$ cat src/rtl/seg7_scan_decoder_pkg.sv
// rtl/seg7_scan_decoder_pkg.sv - shared 7-segment pattern constants and FSM state type
package seg7_scan_decoder_pkg;

    // Segment patterns, bit6..bit0 = g..a, shared with the bcd_to_7seg encoder
    localparam logic [6:0] SEG_0     = 7'b0111111;
    localparam logic [6:0] SEG_1     = 7'b0000110;
    localparam logic [6:0] SEG_2     = 7'b1011011;
    localparam logic [6:0] SEG_3     = 7'b1001111;
    localparam logic [6:0] SEG_4     = 7'b1100110;
    localparam logic [6:0] SEG_5     = 7'b1101101;
    localparam logic [6:0] SEG_6     = 7'b1111101;
    localparam logic [6:0] SEG_7     = 7'b0000111;
    localparam logic [6:0] SEG_8     = 7'b1111111;
    localparam logic [6:0] SEG_9     = 7'b1101111;
    localparam logic [6:0] SEG_BLANK = 7'b0000000;

    localparam logic [3:0] BCD_BLANK = 4'hF;
    localparam logic [3:0] BCD_ERR   = 4'hE;

    typedef enum logic [1:0] {
        ST_IDLE    = 2'd0,
        ST_COLLECT = 2'd1,
        ST_PUBLISH = 2'd2
    } state_t;

endpackage

$ cat src/rtl/seg7_to_bcd.sv
// rtl/seg7_to_bcd.sv - combinational 7-segment pattern to BCD lookup with illegal-pattern flag
module seg7_to_bcd
    import seg7_scan_decoder_pkg::*;
(
    input  logic [6:0] seg_in,
    output logic [3:0] bcd_out,
    output logic       err_out
);

    always_comb begin
        bcd_out = BCD_ERR;
        err_out = 1'b0;
        case (seg_in)
            SEG_0:     bcd_out = 4'd0;
            SEG_1:     bcd_out = 4'd1;
            SEG_2:     bcd_out = 4'd2;
            SEG_3:     bcd_out = 4'd3;
            SEG_4:     bcd_out = 4'd4;
            SEG_5:     bcd_out = 4'd5;
            SEG_6:     bcd_out = 4'd6;
            SEG_7:     bcd_out = 4'd7;
            SEG_8:     bcd_out = 4'd8;
            SEG_9:     bcd_out = 4'd9;
            SEG_BLANK: bcd_out = BCD_BLANK;
            default: begin
                bcd_out = BCD_ERR;
                err_out = 1'b1;
            end
        endcase
    end

endmodule

$ cat src/rtl/seg7_scan_decoder.sv
// rtl/seg7_scan_decoder.sv - samples a multiplexed 7-segment bus and publishes decoded BCD frames
module seg7_scan_decoder
    import seg7_scan_decoder_pkg::*;
#(
    parameter int NUM_DIGITS     = 4,
    parameter int STABLE_CYCLES  = 4,
    parameter int SEG_ACTIVE_LOW = 0
) (
    input  logic                    clk,
    input  logic                    rst,
    input  logic [6:0]              seg_in,
    input  logic [NUM_DIGITS-1:0]   an_in,
    input  logic                    out_ready,
    output logic [4*NUM_DIGITS-1:0] bcd_out,
    output logic [NUM_DIGITS-1:0]   digit_err,
    output logic                    out_valid,
    output logic                    overflow
);

    localparam int CNT_W = $clog2(STABLE_CYCLES + 1);
    localparam logic [CNT_W-1:0] STABLE_CNT = CNT_W'(STABLE_CYCLES);
    localparam logic [CNT_W-1:0] CNT_ONE    = CNT_W'(1);

    logic [6:0]              seg_q, seg_d, prev_seg_q, prev_seg_d;
    logic [NUM_DIGITS-1:0]   an_q, an_d, prev_an_q, prev_an_d;
    logic [CNT_W-1:0]        cnt_q, cnt_d;
    logic [NUM_DIGITS-1:0]   mask_q, mask_d;
    logic [4*NUM_DIGITS-1:0] shadow_bcd_q, shadow_bcd_d;
    logic [NUM_DIGITS-1:0]   shadow_err_q, shadow_err_d;
    logic [4*NUM_DIGITS-1:0] bcd_q, bcd_d;
    logic [NUM_DIGITS-1:0]   err_q, err_d;
    logic                    valid_q, valid_d;
    logic                    ovf_q, ovf_d;
    state_t                  state_q, state_d;

    logic [3:0]              dec_bcd;
    logic                    dec_err;
    logic                    one_hot;
    logic                    changed;
    logic                    accept;
    logic [NUM_DIGITS-1:0]   mask_set;
    logic                    publish;

    seg7_to_bcd u_seg7_to_bcd (
        .seg_in  (seg_q),
        .bcd_out (dec_bcd),
        .err_out (dec_err)
    );

    always_comb begin
        seg_d      = (SEG_ACTIVE_LOW != 0) ? ~seg_in : seg_in;
        an_d       = (SEG_ACTIVE_LOW != 0) ? ~an_in  : an_in;
        prev_seg_d = seg_q;
        prev_an_d  = an_q;
    end

    // Accept fires once per stable run; a saturated count only re-arms after a change.
    always_comb begin
        one_hot = $onehot(an_q);
        changed = ({seg_q, an_q} != {prev_seg_q, prev_an_q});
        if (!one_hot) begin
            cnt_d = '0;
        end else if (changed) begin
            cnt_d = CNT_ONE;
        end else if (cnt_q != STABLE_CNT) begin
            cnt_d = cnt_q + CNT_ONE;
        end else begin
            cnt_d = cnt_q;
        end
        accept = one_hot && (cnt_d == STABLE_CNT) && (changed || (cnt_q != STABLE_CNT));
    end

    always_comb begin
        shadow_bcd_d = shadow_bcd_q;
        shadow_err_d = shadow_err_q;
        for (int i = 0; i < NUM_DIGITS; i++) begin
            if (accept && an_q[i]) begin
                shadow_bcd_d[4*i +: 4] = dec_bcd;
                shadow_err_d[i]        = dec_err;
            end
        end
        mask_set = mask_q | (accept ? an_q : '0);
        mask_d   = publish ? '0 : mask_set;
    end

    always_comb begin
        state_d = state_q;
        case (state_q)
            ST_IDLE: begin
                if (accept) begin
                    state_d = (&mask_set) ? ST_PUBLISH : ST_COLLECT;
                end
            end
            ST_COLLECT: begin
                if (&mask_set) begin
                    state_d = ST_PUBLISH;
                end
            end
            ST_PUBLISH: state_d = ST_IDLE;
            default:    state_d = ST_IDLE;
        endcase
    end

    always_comb begin
        publish = (state_q == ST_PUBLISH);
    end

    // A frame completing during the handshake cycle replaces the accepted one without a gap.
    always_comb begin
        bcd_d   = bcd_q;
        err_d   = err_q;
        valid_d = valid_q;
        ovf_d   = ovf_q;
        if (valid_q && out_ready) begin
            valid_d = 1'b0;
        end
        if (publish) begin
            if (!valid_q || out_ready) begin
                bcd_d   = shadow_bcd_d;
                err_d   = shadow_err_d;
                valid_d = 1'b1;
            end else begin
                ovf_d = 1'b1;
            end
        end
    end

    always_ff @(posedge clk) begin
        if (rst) begin
            seg_q        <= '0;
            an_q         <= '0;
            prev_seg_q   <= '0;
            prev_an_q    <= '0;
            cnt_q        <= '0;
            mask_q       <= '0;
            shadow_bcd_q <= '0;
            shadow_err_q <= '0;
            bcd_q        <= '0;
            err_q        <= '0;
            valid_q      <= 1'b0;
            ovf_q        <= 1'b0;
            state_q      <= ST_IDLE;
        end else begin
            seg_q        <= seg_d;
            an_q         <= an_d;
            prev_seg_q   <= prev_seg_d;
            prev_an_q    <= prev_an_d;
            cnt_q        <= cnt_d;
            mask_q       <= mask_d;
            shadow_bcd_q <= shadow_bcd_d;
            shadow_err_q <= shadow_err_d;
            bcd_q        <= bcd_d;
            err_q        <= err_d;
            valid_q      <= valid_d;
            ovf_q        <= ovf_d;
            state_q      <= state_d;
        end
    end

    assign bcd_out   = bcd_q;
    assign digit_err = err_q;
    assign out_valid = valid_q;
    assign overflow  = ovf_q;

endmodule

$ cat config.mk
export PLATFORM = sky130hd
export DESIGN_NAME = seg7_scan_decoder
export DESIGN_NICKNAME = d
export VERILOG_FILES = /design/src/rtl/seg7_scan_decoder_pkg.sv /design/src/rtl/seg7_to_bcd.sv /design/src/rtl/seg7_scan_decoder.sv
export SDC_FILE = /design/constraint.sdc
export NUM_CORES = 1
export LEC_CHECK = 0
export ABC_AREA = 1
export CAP_MARGIN = 20
export CORE_ASPECT_RATIO = 0.8
export CORE_UTILIZATION = 50
export DETAILED_ROUTE_END_ITERATION = 16
export PLACE_DENSITY = 0.79
export REMOVE_ABC_BUFFERS = 1
export SLEW_MARGIN = 20
export SYNTH_ARGS = -nofsm -noshare
export SYNTH_HDL_FRONTEND = slang
export SYNTH_SLANG_ARGS = --single-unit
$ cat constraint.sdc
create_clock -name clk -period 3.4 [get_ports clk]
set_clock_uncertainty 0.1 [all_clocks]
set_input_delay 0.51 -clock clk [delete_from_list [all_inputs] [get_ports clk]]
set_output_delay 0.51 -clock clk [all_outputs]
set_load 0.05 [all_outputs]
==> flow_metrics.env <==
export IMPL_status="finished, final reports clean"
export IMPL_drc=0
export IMPL_hold_viol_final=0
export IMPL_end_kind="flip-flop"
export IMPL_dp_hpwl_um=4252
export IMPL_vias=2706
export IMPL_tns_ns=0
export IMPL_power_density_nw_per_um2=420.4
export IMPL_max_cap_violations=0
export IMPL_antenna_found_initial=0
export IMPL_antenna_left=0
export IMPL_max_slew_margin_rel_pct=46.15
export IMPL_grt_pass1_wl_um=10120
export IMPL_rsz0062_at_grt="no"
export IMPL_period_share_pct=93.20
export IMPL_syn_area_um2=3118
export IMPL_min_period_ns=3.169
export IMPL_clk_latency_ns=0.34
export IMPL_cp_max_fo=8
export IMPL_clock_path_buffers=2
export IMPL_fill_cells=548
export IMPL_drtIter0Drc=148
export IMPL_max_freq_mhz=315.6
export IMPL_areaGrowthSynthToFinish_pct=19.02
export IMPL_ys_seq_area_share_pct=46.87
export IMPL_p_leak_nw=1.690
export IMPL_dieArea_um2=6558
export IMPL_ys_ff_latch=73
export IMPL_grt_pass1_vias=2357
export IMPL_initial_core_util_pct=52.19
export IMPL_hold_path_class="flip-flop to flip-flop"
export IMPL_antennaDiodeCount=0
export IMPL_dr_pass1_iters=4
export IMPL_cts_max_level=3
export IMPL_grt_max_degree=32
export IMPL_ir_drop_mv=0.2186
export IMPL_start_kind="flip-flop"
export IMPL_gp_congestion=0.8646
export IMPL_track_usage_pct=19.87
export IMPL_cts_sinks=73
export IMPL_via_per_inst=4.781
export IMPL_die_w_um=90.29
export IMPL_io_buffers=35
export IMPL_cts_tree="yes"
export IMPL_coreArea_um2=5974
export IMPL_postSynthCellCount=445
export IMPL_yosysWarnings=0
export IMPL_drive_gt1_share_pct=7.216
export IMPL_finalSetupViolations=0
export IMPL_wirelength_um=6085
export IMPL_dpl_cell_count=552
export IMPL_instances_no_fill=566
export IMPL_cts_buffers=9
export IMPL_required_ns=3.54
export IMPL_synthDistinctLibCells=29
export IMPL_worstMarginPinSlew_ns=0.7993
export IMPL_fp_dieH_um=72.63
export IMPL_clk_pin_slew_worst_paths_ns=0.07
export IMPL_syn_area_per_cell_um2=7.007
export IMPL_route_detailed_wl_per_inst_um=10.75
export IMPL_cts_root_buf="clkbuf_8"
export IMPL_finalMaxSlewViolations=0
export IMPL_nNetsFinal=502
export IMPL_critPathKind="flip-flop to flip-flop"
export IMPL_rows=25
export IMPL_ios=36
export IMPL_cp_arrival_ns=3.31
export IMPL_globalRouteOverflowTotal=0
export IMPL_cts_hold_fix_buffers=0
## cells by family after synthesis
group / synth area share, %
AOI/OAI and AO/OA: 4.815
xor gates and xnor gates: 1.405
adders and majority gates: 2.247
buffers and inverters: 11.16
DFF: 46.87
and+or+nand+nor: 33.51
## metal layers
layer | GRT usage, % | share of wire, % | vias to the layer above
met5 | 0 | 0 | -
met4 | 8.065 | 1.2 | 0
met3 | 6.250 | 5.3 | 6
met2 | 32.65 | 45 | 59
met1 | 24.58 | 49 | 1209
li1 | - | - | 1432
## cell type report
| class | count | area (um2) | area share (%) |
|---|---|---|---|
| sequential | 73 | 1464 | 39.45 |
| multi-input combinational | 286 | 1331 | 35.87 |
| timing repair buffer | 40 | 382.9 | 10.32 |
| inverter | 73 | 274.0 | 7.384 |
| clock buffer | 10 | 137.6 | 3.709 |
| tap | 81 | 101.3 | 2.731 |
| clock inverter | 3 | 20.02 | 0.5394 |
## Yosys cell counts
| master | number | area share [%] |
|---|---|---|
| nor3b_2 | 1 | 0.40 |
| clkbuf_8 | 1 | 0.44 |
| inv_2 | 3 | 0.36 |
| buf_2 | 1 | 0.16 |
| nand3_1 | 35 | 5.6 |
| xor2_1 | 2 | 0.56 |
| xnor2_1 | 3 | 0.84 |
| inv_1 | 68 | 8.2 |
| ha_1 | 4 | 1.6 |
| nor2_2 | 1 | 0.20 |
| nor2_1 | 85 | 10 |
| nor3_1 | 1 | 0.16 |
| o21ai_0 | 2 | 0.32 |
| o21a_1 | 2 | 0.48 |
| nand4_1 | 12 | 2.4 |
| clkinv_1 | 2 | 0.24 |
| dlygate4sd3_1 | 1 | 0.32 |
| buf_6 | 1 | 0.36 |
| nand2_2 | 1 | 0.20 |
| nand3_4 | 1 | 0.56 |
| fa_1 | 1 | 0.64 |
| nor3_2 | 1 | 0.32 |
| a21oi_1 | 25 | 4.0 |
| dfxtp_1 | 73 | 47 |
| nand3b_1 | 1 | 0.24 |
| nand2_1 | 106 | 13 |
| or2_2 | 2 | 0.40 |
| clkbuf_1 | 7 | 0.84 |
| buf_1 | 2 | 0.24 |
## sequential cells by signal, indices dropped and copies added (netlist names)
register / cells
digit_err: 4
out_valid: 1
cnt_q: 3
shadow_bcd_q: 16
prev_seg_d: 7
bcd_out: 16
prev_an_q: 4
prev_seg_q: 7
mask_q: 4
state_q: 2
overflow: 1
an_q: 4
shadow_err_q: 4
## placed cells by master (no fill, tap or decap), drive strengths merged
master and count:
dfxtp 73, xor2 2, clkbuf 10, clkinvlp 2, fa 1, nand3 36
clkinv 3, o21ai 2, xnor2 3, a21oi 25, or2 2, o21a 2
clkdlybuf4s50 34, nand3b 1, nand2 107, ha 4, nor2 86, nand4 12
buf 6, nor3b 1, inv 71, nor3 2
## critical path, cell delays in order (launching register included)
cell and delay (ns):
dfxtp_2 0.37, inv_1 0.09, fa_1 0.53, inv_1 0.04, ha_1 0.19, ha_1 0.29
nor3b_2 0.27, nand2_1 0.11, nor2_1 0.10, nand3_1 0.11, nor2_4 0.21, buf_4 0.20
nand3_4 0.13, nand2_1 0.10, nand2_1 0.08, nor2_1 0.09, nor2_1 0.05
## through the flow
step / hold slack [ns] / setup WS [ns] / cell area [um2] / utilization (%) / power [mW]
2_1_floorplan: 0.3359 / 0.2548 / 3044 / - / 0.9640
3_3_place_gp: 0.3448 / 0.2163 / 3523 / 58.97 / 1.007
3_5_place_dp: 0.3515 / 0.09538 / 3523 / 58.97 / 1.011
4_1_cts: 0.3637 / 0.09417 / 3681 / 61.61 / 1.572
5_1_grt: 0.3840 / 0.03236 / 3711 / 62.12 / 1.624
6_report: 0.3628 / 0.2313 / 3711 / 62.12 / 1.560
## final timing paths
| kind | end | slack, ns | startpoint | cells after the start |
|---|---|---|---|---|
| worst min register to register | mask_q[2] | 0.36 | mask_q[2] | 2 |
| worst min-delay path | mask_q[2] | 0.36 | mask_q[2] | 2 |
| worst max-delay path | state_q[0] | 0.23 | an_q[0] | 16 |
| worst max register to register | state_q[0] | 0.23 | an_q[0] | 16 |
## report_power, final
group | internal [mW] | total, mW | switching, mW
clock network | 0.271 | 0.566 | 0.295
registers | 0.869 | 0.882 | 0.0130
logic | 0.0422 | 0.112 | 0.0702
total | 1.18 | 1.56 | 0.378
## what timing repair did
action | 4_1_cts | 5_1_grt
setup buffers | 0 | 1
setup endpoints to repair | 0 | 38
gates resized for setup | 0 | 6
(Power assumes the default switching activity.)
